==> src/rtl/regfile_wb_arbiter_pkg.sv <==
// Widths and constants shared by the register-file write-back arbiter,
// the register file itself and the decode stage.
package regfile_wb_arbiter_pkg;

  localparam int REG_ADR_W = 5;
  localparam int DATA_W    = 32;
  localparam int NUM_REGS  = 32;

  localparam logic [REG_ADR_W-1:0] REG_ZERO = 5'h0;

  // Port owner for the current cycle, exposed for debug and checkers.
  typedef enum logic [1:0] {
    SRC_NONE = 2'd0,
    SRC_PIPE = 2'd1,
    SRC_HOLD = 2'd2,
    SRC_FORCE = 2'd3
  } wb_src_e;

endpackage

==> src/rtl/regfile_wb_arbiter_wb_scoreboard.sv <==
// Busy scoreboard: one bit per architectural register that is waiting on a
// mul/div result. Set at issue, cleared when the result reaches the port.
module wb_scoreboard
  import regfile_wb_arbiter_pkg::*;
(
  input  logic                 clk_i,
  input  logic                 rst_n_i,
  input  logic                 set_valid_i,
  input  logic [REG_ADR_W-1:0] set_adr_i,
  input  logic                 clr_valid_i,
  input  logic [REG_ADR_W-1:0] clr_adr_i,
  input  logic [REG_ADR_W-1:0] q1_adr_i,
  input  logic [REG_ADR_W-1:0] q2_adr_i,
  output logic                 q1_busy_o,
  output logic                 q2_busy_o,
  output logic [NUM_REGS-1:0]  busy_o
);

  logic [NUM_REGS-1:0] busy_q, busy_d;

  // Next busy vector: clear first so a same-cycle set on the same address wins.
  always_comb begin
    busy_d = busy_q;
    if (clr_valid_i) busy_d[clr_adr_i] = 1'b0;
    if (set_valid_i && (set_adr_i != REG_ZERO)) busy_d[set_adr_i] = 1'b1;
    busy_d[0] = 1'b0;
  end

  // Busy vector register, wiped on reset.
  always_ff @(posedge clk_i or negedge rst_n_i) begin
    if (!rst_n_i) busy_q <= '0;
    else          busy_q <= busy_d;
  end

  // Queries read registered state only; a register draining now still reads busy.
  always_comb begin
    q1_busy_o = busy_q[q1_adr_i];
    q2_busy_o = busy_q[q2_adr_i];
  end

  assign busy_o = busy_q;

endmodule

==> src/rtl/regfile_wb_arbiter.sv <==
// Shares the register-file write port between the pipeline write-back stage
// and a one-entry holding register for mul/div results, with anti-starvation.
//
// LValid/LReady handshake: a result transfers on a rising edge where both are
// high. The mul/div unit holds LWAdr/LDin stable while LValid is high and
// LReady is low; LValid never waits on LReady.
module regfile_wb_arbiter
  import regfile_wb_arbiter_pkg::*;
#(
  parameter int MAX_WAIT = 4,
  parameter int CNT_W    = 4
) (
  input  logic                 Clk,
  input  logic                 Rst_n,
  input  logic                 PWE,
  input  logic [REG_ADR_W-1:0] PWAdr,
  input  logic [DATA_W-1:0]    PDin,
  input  logic                 LValid,
  input  logic [REG_ADR_W-1:0] LWAdr,
  input  logic [DATA_W-1:0]    LDin,
  output logic                 LReady,
  input  logic                 IssueValid,
  input  logic [REG_ADR_W-1:0] IssueWAdr,
  input  logic [REG_ADR_W-1:0] Q1Adr,
  input  logic [REG_ADR_W-1:0] Q2Adr,
  output logic                 Q1Busy,
  output logic                 Q2Busy,
  output logic                 Stall,
  output logic                 WE,
  output logic [REG_ADR_W-1:0] WAdr,
  output logic [DATA_W-1:0]    Din
);

  logic                 hold_valid_q;
  logic [REG_ADR_W-1:0] hold_adr_q;
  logic [DATA_W-1:0]    hold_data_q;
  logic [CNT_W-1:0]     wait_cnt_q;

  logic    preq;
  logic    force_hold;
  logic    hold_drive;
  wb_src_e src;
  logic [NUM_REGS-1:0] busy_dbg;

  // Request decode; r0 writes are dropped before arbitration.
  always_comb begin
    preq       = PWE && (PWAdr != REG_ZERO);
    force_hold = hold_valid_q && (wait_cnt_q == CNT_W'(MAX_WAIT));
    hold_drive = hold_valid_q && (force_hold || !preq);
    LReady     = Rst_n && !hold_valid_q;
  end

  // Port selection: forced hold, then pipeline, then opportunistic hold.
  always_comb begin
    src   = SRC_NONE;
    Stall = 1'b0;
    WE    = 1'b0;
    WAdr  = REG_ZERO;
    Din   = '0;
    if (force_hold) begin
      src   = SRC_FORCE;
      Stall = 1'b1;
      WE    = 1'b1;
      WAdr  = hold_adr_q;
      Din   = hold_data_q;
    end else if (preq) begin
      src  = SRC_PIPE;
      WE   = 1'b1;
      WAdr = PWAdr;
      Din  = PDin;
    end else if (hold_valid_q) begin
      src  = SRC_HOLD;
      WE   = 1'b1;
      WAdr = hold_adr_q;
      Din  = hold_data_q;
    end
  end

  // Holding register and wait counter: capture, age while losing, drain.
  always_ff @(posedge Clk or negedge Rst_n) begin
    if (!Rst_n) begin
      hold_valid_q <= 1'b0;
      hold_adr_q   <= REG_ZERO;
      hold_data_q  <= '0;
      wait_cnt_q   <= '0;
    end else if (hold_drive) begin
      hold_valid_q <= 1'b0;
      wait_cnt_q   <= '0;
    end else if (hold_valid_q) begin
      if (wait_cnt_q != CNT_W'(MAX_WAIT)) wait_cnt_q <= wait_cnt_q + 1'b1;
    end else if (LValid && LReady) begin
      hold_valid_q <= 1'b1;
      hold_adr_q   <= LWAdr;
      hold_data_q  <= LDin;
    end
  end

  wb_scoreboard u_scoreboard (
    .clk_i       (Clk),
    .rst_n_i     (Rst_n),
    .set_valid_i (IssueValid),
    .set_adr_i   (IssueWAdr),
    .clr_valid_i (hold_drive),
    .clr_adr_i   (hold_adr_q),
    .q1_adr_i    (Q1Adr),
    .q2_adr_i    (Q2Adr),
    .q1_busy_o   (Q1Busy),
    .q2_busy_o   (Q2Busy),
    .busy_o      (busy_dbg)
  );

  // Debug taps for checkers: current port owner and the full busy vector.
  wb_src_e             dbg_src;
  logic [NUM_REGS-1:0] dbg_busy;
  assign dbg_src  = src;
  assign dbg_busy = busy_dbg;

endmodule
==> config.mk <==
export PLATFORM = sky130hd
export DESIGN_NAME = regfile_wb_arbiter
export DESIGN_NICKNAME = d
export VERILOG_FILES = /design/src/rtl/regfile_wb_arbiter_pkg.sv /design/src/rtl/regfile_wb_arbiter_wb_scoreboard.sv /design/src/rtl/regfile_wb_arbiter.sv
export SDC_FILE = /design/constraint.sdc
export NUM_CORES = 1
export LEC_CHECK = 0
export ABC_AREA = 1
export BUFFER_PORTS_ARGS = -buffer_cell sky130_fd_sc_hd__clkbuf_2
export CAP_MARGIN = 20
export CELL_PAD_IN_SITES_DETAIL_PLACEMENT = 1
export CELL_PAD_IN_SITES_GLOBAL_PLACEMENT = 1
export CORE_ASPECT_RATIO = 1.4
export CORE_UTILIZATION = 35
export DETAILED_ROUTE_END_ITERATION = 7
export PLACE_DENSITY_LB_ADDON = 0.1
export SYNTH_ARGS = -nofsm -noshare
export SYNTH_HDL_FRONTEND = slang
export SYNTH_SLANG_ARGS = --single-unit
==> constraint.sdc <==
create_clock -name Clk -period 1.5 [get_ports Clk]
set_input_delay 0.15 -clock Clk [delete_from_list [all_inputs] [get_ports Clk]]
set_output_delay 0.15 -clock Clk [all_outputs]
set_load 0.01 [all_outputs]
Word level (Yosys, flattened, before mapping)
Cells that the tools add are included.

storage, ports and cells
  bits of input ports = 94
  register bits = 73

cells by class
  bitwise operators = 5
  equal/unequal tests = 2
  muxes and demuxes = 26
  add/sub/neg operators = 1
  reductions and logical operators = 17
  magnitude comparators = 6

operator list
  kind                                                                                  number
  32-bit two-way mux                                                                    5
  32-bit bitwise AND                                                                    1
  32-bit inverter                                                                       1
  32-bit OR                                                                             1
  5-bit by 6-bit < comparator with 1-bit output (second input constant)                 4
  5-bit two-way mux                                                                     3
  4-bit two-way mux                                                                     3
  1-bit two-way mux                                                                     11
  1-bit binary-select mux with 5-bit select                                             2
  1-bit demux with 5-bit select                                                         2
  5-bit by 1-bit greater-or-equal comparator with 1-bit output (second input constant)  2
  5-bit nonzero test                                                                    2
  1-bit logical AND                                                                     8
  4-bit by 1-bit adder with 4-bit output (second input constant)                        1
  4-bit by 3-bit equality test with 1-bit output (second input constant)                1
  4-bit by 3-bit inequality test with 1-bit output (second input constant)              1
  2-bit nonzero test                                                                    2
  3-bit AND reduction                                                                   1
  1-bit logical NOT                                                                     2
  1-bit inverter                                                                        2
  2-bit AND reduction                                                                   1
  1-bit logical OR                                                                      1

Depth between registers and ports, before layout
Gate-level depths: netlist (run 1).

  word-level depth = 9
  depth in mapped cells = 11

Cells and area by module
Synthesis (run 1) repeated with hierarchy kept, for this count alone.

second synthesis, totals
  cells, all modules = 645
  area total of the unflattened synthesis = 4421.7 sq um

modules (own cells, without submodules)
  module              sequential area each (sq um)  cells each  area each (sq um)  times used
  regfile_wb_arbiter  1051.0                        360         2438.6             1
  wb_scoreboard       775.7                         285         1983.2             1

Worst setup path before layout (run 1)
Ideal clock, no wire load.

  path type = register -> output
  start point = register wait_cnt_q[0]
  end point = output port Din[10]
  arrival time = 1422 ps
  cell stages (with the launch flop) = 9
  data required time = 1350 ps
  slack = -72 ps
  buffers on the path = 1
  cells stage by stage = dfrtp_1 > inv_1 > ha_1 > nand4_2 > inv_2 > nor2_2 > clkbuf_1 > o21ai_0 > nor2_1

on the way
  longest elaborated chain between the ends = 3

RTL lines
  what                                            RTL line                  text
  start: declaration                              regfile_wb_arbiter.sv:37  logic [CNT_W-1:0] wait_cnt_q;
  start signal: assignment                        regfile_wb_arbiter.sv:90  if (wait_cnt_q != CNT_W'(MAX_WAIT)) wait_cnt_q <= wait_cnt_q + 1'b1;
  4-bit by 3-bit equality test with 1-bit output  regfile_wb_arbiter.sv:48  force_hold = hold_valid_q && (wait_cnt_q == CNT_W'(MAX_WAIT));
  1-bit logical AND                               regfile_wb_arbiter.sv:48
  32-bit two-way mux                              regfile_wb_arbiter.sv:60  if (force_hold) begin
  end: declaration                                regfile_wb_arbiter.sv:31  output logic [DATA_W-1:0] Din

Every way passes these cells.

Worst setup path in the final report (run 1)
  start point = register wait_cnt_q[1]
  end point = output port WAdr[1]

on the way
  longest elaborated chain between the ends = 3

RTL lines
  what                                            RTL line                  text
  4-bit by 3-bit equality test with 1-bit output  regfile_wb_arbiter.sv:48
  1-bit logical AND                               regfile_wb_arbiter.sv:48
  5-bit two-way mux                               regfile_wb_arbiter.sv:60
  end: declaration                                regfile_wb_arbiter.sv:30  output logic [REG_ADR_W-1:0] WAdr,

Every way passes these cells.

==> flow_metrics.env, run 1 <==
export IMPL_cp_top_family="buffers and inverters"
export IMPL_drive_gt1_frac=0.475
export IMPL_p_int_mw=5.26
export IMPL_yosysSeqAreaShare=0.396
export IMPL_p_clk_frac=0.239
export IMPL_finalHoldViolations=0
export IMPL_die_w_um=99.0
export IMPL_die_h_um=138
export IMPL_antenna_found_initial=0
export IMPL_crit_type="flip-flop to output pin"
export IMPL_clock_skew_ns=0.00507
export IMPL_die_area_sq_mm=0.0136
export IMPL_hold_class="input pin to asynchronous set/reset pin"
export IMPL_cp_max_fo=7
export IMPL_wire_per_inst_um=18.3
export IMPL_ioPinCount=136
export IMPL_fin_ws_ns=-0.485
export IMPL_area_growth_pct=45.6
export IMPL_yosysTopAreaCell="dfrtp_1"
export IMPL_p_per_area_mw_per_mm2=1230
export IMPL_netlist_area_sq_mm=0.00461
export IMPL_cp_end_kind="output pin"
export IMPL_period_minus_slack_ns=1.99
export IMPL_grt_pass1_vias=5007
export IMPL_finalSetupViolCount=108
export IMPL_synthArstFlopShare=1.00
export IMPL_row_count=49
export IMPL_status="finished with violations"
export IMPL_start_util=0.358
export IMPL_first_pass_iters=4
export IMPL_power_frac_comb=0.394
export IMPL_tightest_slew_ns=0.978
export IMPL_numClockSinks=73
export IMPL_crit_path_cell_trace="inv_2, ha_4, nand4_4, inv_2, nor2_4, buf_12, buf_12, nand2_4, o21ai_2, nor2_1, buf_2"
export IMPL_syn_nets=699
export IMPL_yosys_register_bits=73
export IMPL_synth_edff_count=0
export IMPL_dp_hpwl_um=11600
export IMPL_fin_crit_sh=1.32
export IMPL_grt_max_degree=74
export IMPL_drc=0
export IMPL_insertion_delay_ns=0.33
export IMPL_ir_drop_v=0.000709
export IMPL_nFillCells=1591
export IMPL_p_leak_nw=3.46
export IMPL_holdBufCountCts=0
export IMPL_ys_types=25
export IMPL_synth_area_leaders="dfrtp_1, nand2_1, mux2_4"
export IMPL_core_area_sq_mm=0.0129
export IMPL_grtUsageTotal=0.238
export IMPL_cts_htree_levels=3
export IMPL_drtIter0Drc=83
export IMPL_final_antenna_net_count=0
export IMPL_place_gp_congestion=0.844
export IMPL_violations="setup timing"
export IMPL_worstPathArrival_ns=1.84
export IMPL_path_buf_inv=5
export IMPL_max_slew_margin_rel=0.348
export IMPL_via_per_inst=5.16
export IMPL_syn_inst=603
export IMPL_final_area_sq_mm=0.00671
export IMPL_slowest_stage="dfrtp_1"
export IMPL_portBuffers=135
export IMPL_nets=879
export IMPL_netlist_area_leader_share=0.396
export IMPL_gr_total_overflow=0
export IMPL_num_antenna_cells=0
export IMPL_start_kind="flip-flop"
export IMPL_grt_pass1_wl_um=25000
export IMPL_cap_violations=0
export IMPL_max_freq_mhz=504
export IMPL_cts_made_buffers=9
export IMPL_yosysMostFrequentCell="nand2_1"
export IMPL_sw_frac_of_total=0.362
export IMPL_report_final_slew_viol_count=0
export IMPL_critPathMaxStageDelay_ns=0.39
export IMPL_synthTopCellsByCount="nand2_1, nor2_1, dfrtp_1"
export IMPL_synth_top_flop_cell="dfrtp_1"
export IMPL_cts_tree="built"
export IMPL_grt_setup_unrepaired="yes"
export IMPL_cp_required_ns=1.35
export IMPL_clkTransAtPathRegs_ns=0.06
export IMPL_synth_area_per_cell_sq_um=7.64
export IMPL_cts_root_buf="clkbuf_16"
export IMPL_setup_tns_ns=-19.19
export IMPL_synth_warnings=0
export IMPL_clk_path_buf_depth=2
export IMPL_vias=4855
export IMPL_placed_cell_area_sq_mm=0.00560
export IMPL_seqPwrFrac=0.367
export IMPL_p_sw_mw=2.98
export IMPL_drt_wl_total_um=17200
[path summary, 6_finish.rpt]
| path | slack, ns | cells after the start | from | to |
|---|---|---|---|---|
| worst max-delay path | -0.49 | 11 | wait_cnt_q[1] | WAdr[1] |
| worst min-delay path | 0.03 | 2 | Rst_n | u_scoreboard.busy_o[2] |
| worst max register to register | -0.07 | 9 | wait_cnt_q[1] | u_scoreboard.busy_o[29] |
| worst min register to register | 0.51 | 1 | hold_data_q[20] | hold_data_q[20] |
| max in group asynchronous | 0.79 | 2 | Rst_n | hold_data_q[24] |
| min in group Clk | 0.04 | 2 | LDin[15] | hold_data_q[15] |
[registers in the layout, indices dropped and copies added (netlist names)]
| name | count |
|---|---|
| wait_cnt_q | 4 |
| hold_adr_q | 5 |
| u_scoreboard.busy_o | 31 |
| hold_data_q | 32 |
| hold_valid_q | 1 |
[area by class of cell]
class	count	area, sq um	share of cell area
Timing Repair Buffer	196	1440	0.215
Clock buffer	11	243	0.0362
Clock inverter	4	20.0	0.00298
Tap cell	153	191	0.0285
Multi-Input combinational cell	460	2830	0.421
Sequential cell	73	1830	0.272
Inverter	43	161	0.0241
[logic make-up after synthesis]
group                    Yosys count  share of synthesized area
flip-flops                        73                      0.396
adder cells (fa/ha/maj)            2                    0.00543
AO/OA/AOI/OAI                     77                     0.0836
multiplexers                      32                      0.102
AND/OR/NAND/NOR                  347                      0.332
buffers and inverters             70                     0.0768
XOR/XNOR                           2                    0.00380
[power groups by stage]
stage               clock network, mW  logic, mW  registers, mW
floorplan                           0       1.57           2.80
global placement                    0       2.33           2.92
detailed placement                  0       2.43           2.94
CTS                              1.99       2.80           2.98
global route                     2.09       3.54           3.08
finish                           1.97       3.25           3.02
[per-stage QoR]
step	setup WS, ns	power [mW]	hold slack, ns	utilization	std cells
floorplan	0.0133	4.37	-0.146	-	603
global placement	-0.145	5.24	0.383	0.435	893
detailed placement	-0.168	5.37	0.387	0.435	893
CTS	-0.410	7.76	0.0387	0.484	919
global route	-0.557	8.71	0.0360	0.521	940
finish	-0.485	8.23	0.0340	0.521	940
[metal layers]
| layer | vias up | GRT usage | share of wire |
|---|---|---|---|
| li1 | 2303 | - | - |
| met1 | 2377 | 0.250 | 0.37 |
| met2 | 142 | 0.451 | 0.56 |
| met3 | 33 | 0.0518 | 0.041 |
| met4 | 0 | 0.112 | 0.033 |
| met5 | - | 0 | 0 |
[cells in the final DEF (no fill, tap or decap), types with 2 or more instances in the layout]
cell type  netlist  routed
o21ai_0         50       4
nand2_2          2       7
nor2_1          80      79
nand2_4          3       3
a21oi_1          7       5
a21oi_2          0       2
o21ai_1         20      17
clkbuf_8         0       2
dfrtp_1         73      73
nand3_1         68      46
inv_2            4      11
buf_16           0       2
clkinv_2         0       4
clkbuf_2         0     120
nor3_1           3       3
nand4_1          3       3
xor2_1           2       2
clkbuf_16        0      14
nand2_8          0       2
buf_4            2      36
mux2_4          29      29
or2_2           31      31
mux2_2           3       3
buf_12           0       9
buf_2           13      14
inv_1           39      32
o21ai_4          0       2
nand3_2          0      21
nand2_1        154     147
buf_6            9       7
o21ai_2          0      47
[repair_timing]
| action | in CTS | in global routing |
|---|---|---|
| pin swaps | 15 | 15 |
| setup buffers | 7 | 15 |
| gates cloned | 4 | 7 |
| endpoints found under the setup margin | 57 | 104 |
| gates resized for setup | 83 | 90 |
| endpoints found under the hold margin | 0 | 0 |
Power figures use the tool's default switching activity.
==> run 2, diff against run 1 <==
--- a/config.mk
+++ b/config.mk
@@ -9,9 +9,9 @@
 export BUFFER_PORTS_ARGS = -buffer_cell sky130_fd_sc_hd__clkbuf_2
 export CAP_MARGIN = 20
 export CELL_PAD_IN_SITES_DETAIL_PLACEMENT = 1
-export CELL_PAD_IN_SITES_GLOBAL_PLACEMENT = 1
+export CELL_PAD_IN_SITES_GLOBAL_PLACEMENT = 2
 export CORE_ASPECT_RATIO = 1.4
-export CORE_UTILIZATION = 35
+export CORE_UTILIZATION = 29
 export DETAILED_ROUTE_END_ITERATION = 7
 export PLACE_DENSITY_LB_ADDON = 0.1
 export SYNTH_ARGS = -nofsm -noshare
==> flow_metrics.env, run 2 (synthesis results as in run 1) <==
export IMPL_worstPathArrival_ns=1.87
export IMPL_seqPwrFrac=0.350
export IMPL_final_area_sq_mm=0.00662
export IMPL_cp_max_fo=7
export IMPL_largest_register_ffs=32
export IMPL_numClockSinks=73
export IMPL_cts_htree_levels=3
export IMPL_nFillCells=1954
export IMPL_grt_setup_unrepaired="yes"
export IMPL_dp_cells=937
export IMPL_row_count=54
export IMPL_hold_path_depth=2
export IMPL_drc=0
export IMPL_r2r_end="u_scoreboard.busy_o[21]"
export IMPL_dp_hpwl_um=12100
export IMPL_via_per_inst=4.83
export IMPL_core_area_sq_mm=0.0155
export IMPL_hold_class="input pin to flip-flop"
export IMPL_cp_end_kind="output pin"
export IMPL_layout_cells_non_filler=987
export IMPL_cap_violations=0
export IMPL_nets=882
export IMPL_num_antenna_cells=0
export IMPL_first_pass_iters=4
export IMPL_die_w_um=109
export IMPL_period_minus_slack_ns=2.02
export IMPL_violations="setup timing"
export IMPL_p_per_area_mw_per_mm2=1280
export IMPL_report_final_slew_viol_count=0
export IMPL_ioPinCount=136
export IMPL_drtIter0Drc=115
export IMPL_p_sw_mw=2.90
export IMPL_place_gp_congestion=0.791
export IMPL_hp_start="LDin[4]"
export IMPL_fin_crit_sh=1.35
export IMPL_cts_tree="built"
export IMPL_final_core_util=0.426
export IMPL_cp_required_ns=1.35
export IMPL_wire_per_inst_um=17.6
export IMPL_top_register="hold_data_q"
export IMPL_fin_ws_ns=-0.520
export IMPL_antenna_found_initial=0
export IMPL_layout_commonest_cell="nand2_1"
export IMPL_area_growth_pct=43.7
export IMPL_clk_path_buf_depth=2
export IMPL_ir_drop_v=0.000583
export IMPL_final_cell_mix="nand2_1, clkbuf_2, nor2_1, dfrtp_1, nand3_1"
export IMPL_p_int_mw=5.57
export IMPL_grt_pass1_wl_um=26500
export IMPL_holdBufCountCts=0
export IMPL_hold_path_endpoint="hold_data_q[4]"
export IMPL_grtUsageTotal=0.214
export IMPL_max_slew_margin_rel=0.359
export IMPL_die_area_sq_mm=0.0164
export IMPL_grt_max_degree=74
export IMPL_p_clk_frac=0.281
export IMPL_start_kind="flip-flop"
export IMPL_setup_tns_ns=-18.19
export IMPL_tightest_slew_ns=0.962
export IMPL_vias=4764
export IMPL_gr_total_overflow=0
export IMPL_portBuffers=135
export IMPL_ff2ff_path_depth=9
export IMPL_r2r_slack_ns=-0.07
export IMPL_clkTransAtPathRegs_ns=0.06
export IMPL_power_frac_comb=0.369
export IMPL_finalHoldViolations=0
export IMPL_placed_cell_area_sq_mm=0.00565
export IMPL_p_leak_nw=3.42
export IMPL_finalSetupViolCount=73
export IMPL_cts_root_buf="clkbuf_16"
export IMPL_max_freq_mhz=495
export IMPL_insertion_delay_ns=0.34
export IMPL_start_util=0.297
export IMPL_cts_made_buffers=9
export IMPL_grt_pass1_vias=5085
export IMPL_crit_type="flip-flop to output pin"
export IMPL_clock_skew_ns=0.00845
export IMPL_sw_frac_of_total=0.342
export IMPL_timing_rr_start="wait_cnt_q[0]"
export IMPL_drive_gt1_frac=0.429
export IMPL_final_antenna_net_count=0
export IMPL_drt_wl_total_um=17400
export IMPL_status="finished with violations"
export IMPL_die_h_um=151
-- run 2: repair_timing --
item	CTS	global route
gates cloned	4	6
gates resized for setup	49	94
buffers inserted	15	12
pin swaps	9	27
setup endpoints to repair	48	79
-- run 2: worst max-delay path by stage --
stage                  startpoint      end  slack [ns]  cells past startpoint
global route        wait_cnt_q[0]  WAdr[3]       -0.66                     10
finish              wait_cnt_q[0]  WAdr[3]       -0.52                     10
global placement    wait_cnt_q[0]  WAdr[4]       -0.12                      9
floorplan           wait_cnt_q[0]  WAdr[1]        0.01                      9
detailed placement  wait_cnt_q[0]  WAdr[4]       -0.15                      9
CTS                 wait_cnt_q[1]  WAdr[1]       -0.47                     11
-- run 2: worst max-delay path, stage by stage, from the launching register on --
cell	delay, ns
dfrtp_1	0.37
inv_2	0.06
ha_4	0.16
nand4_4	0.06
buf_4	0.14
nand2_8	0.10
buf_4	0.16
nand2_1	0.06
o21ai_0	0.10
nor2_1	0.14
buf_2	0.16
-- run 2: power by group through the flow --
stage	Clock, mW	Combinational (mW)	Sequential (mW)
2_1_floorplan	0	1.57	2.80
3_3_place_gp	0	2.38	2.92
3_5_place_dp	0	2.45	2.94
4_1_cts	2.45	2.77	2.94
5_1_grt	2.50	3.47	3.05
6_report	2.38	3.13	2.96
-- run 2: cell type report --
| class | count | area, sq um | share of cell area |
|---|---|---|---|
| repair buffers | 199 | 1390 | 0.210 |
| multi-input cells | 460 | 2670 | 0.403 |
| flip-flops and latches | 73 | 1830 | 0.276 |
| well taps | 196 | 245 | 0.0370 |
| clock buffers | 10 | 239 | 0.0361 |
| clock inverters | 6 | 90.1 | 0.0136 |
| inverters | 43 | 161 | 0.0244 |
-- run 2: through the flow --
stage | total power [mW] | worst slack (ns) | hold WS, ns
6_report | 8.47 | -0.520 | 0.0401
5_1_grt | 9.02 | -0.658 | 0.0330
4_1_cts | 8.16 | -0.466 | 0.0261
3_5_place_dp | 5.40 | -0.146 | 0.388
3_3_place_gp | 5.30 | -0.118 | 0.382
2_1_floorplan | 4.37 | 0.0133 | -0.146
-- run 2: per-layer routing --
metal | wire length, um | track usage | share of wire
met1 | 6500 | 0.229 | 0.37
met3 | 747 | 0.0422 | 0.043
met4 | 508 | 0.0851 | 0.029
met5 | 0 | 0 | 0
met2 | 9630 | 0.403 | 0.55
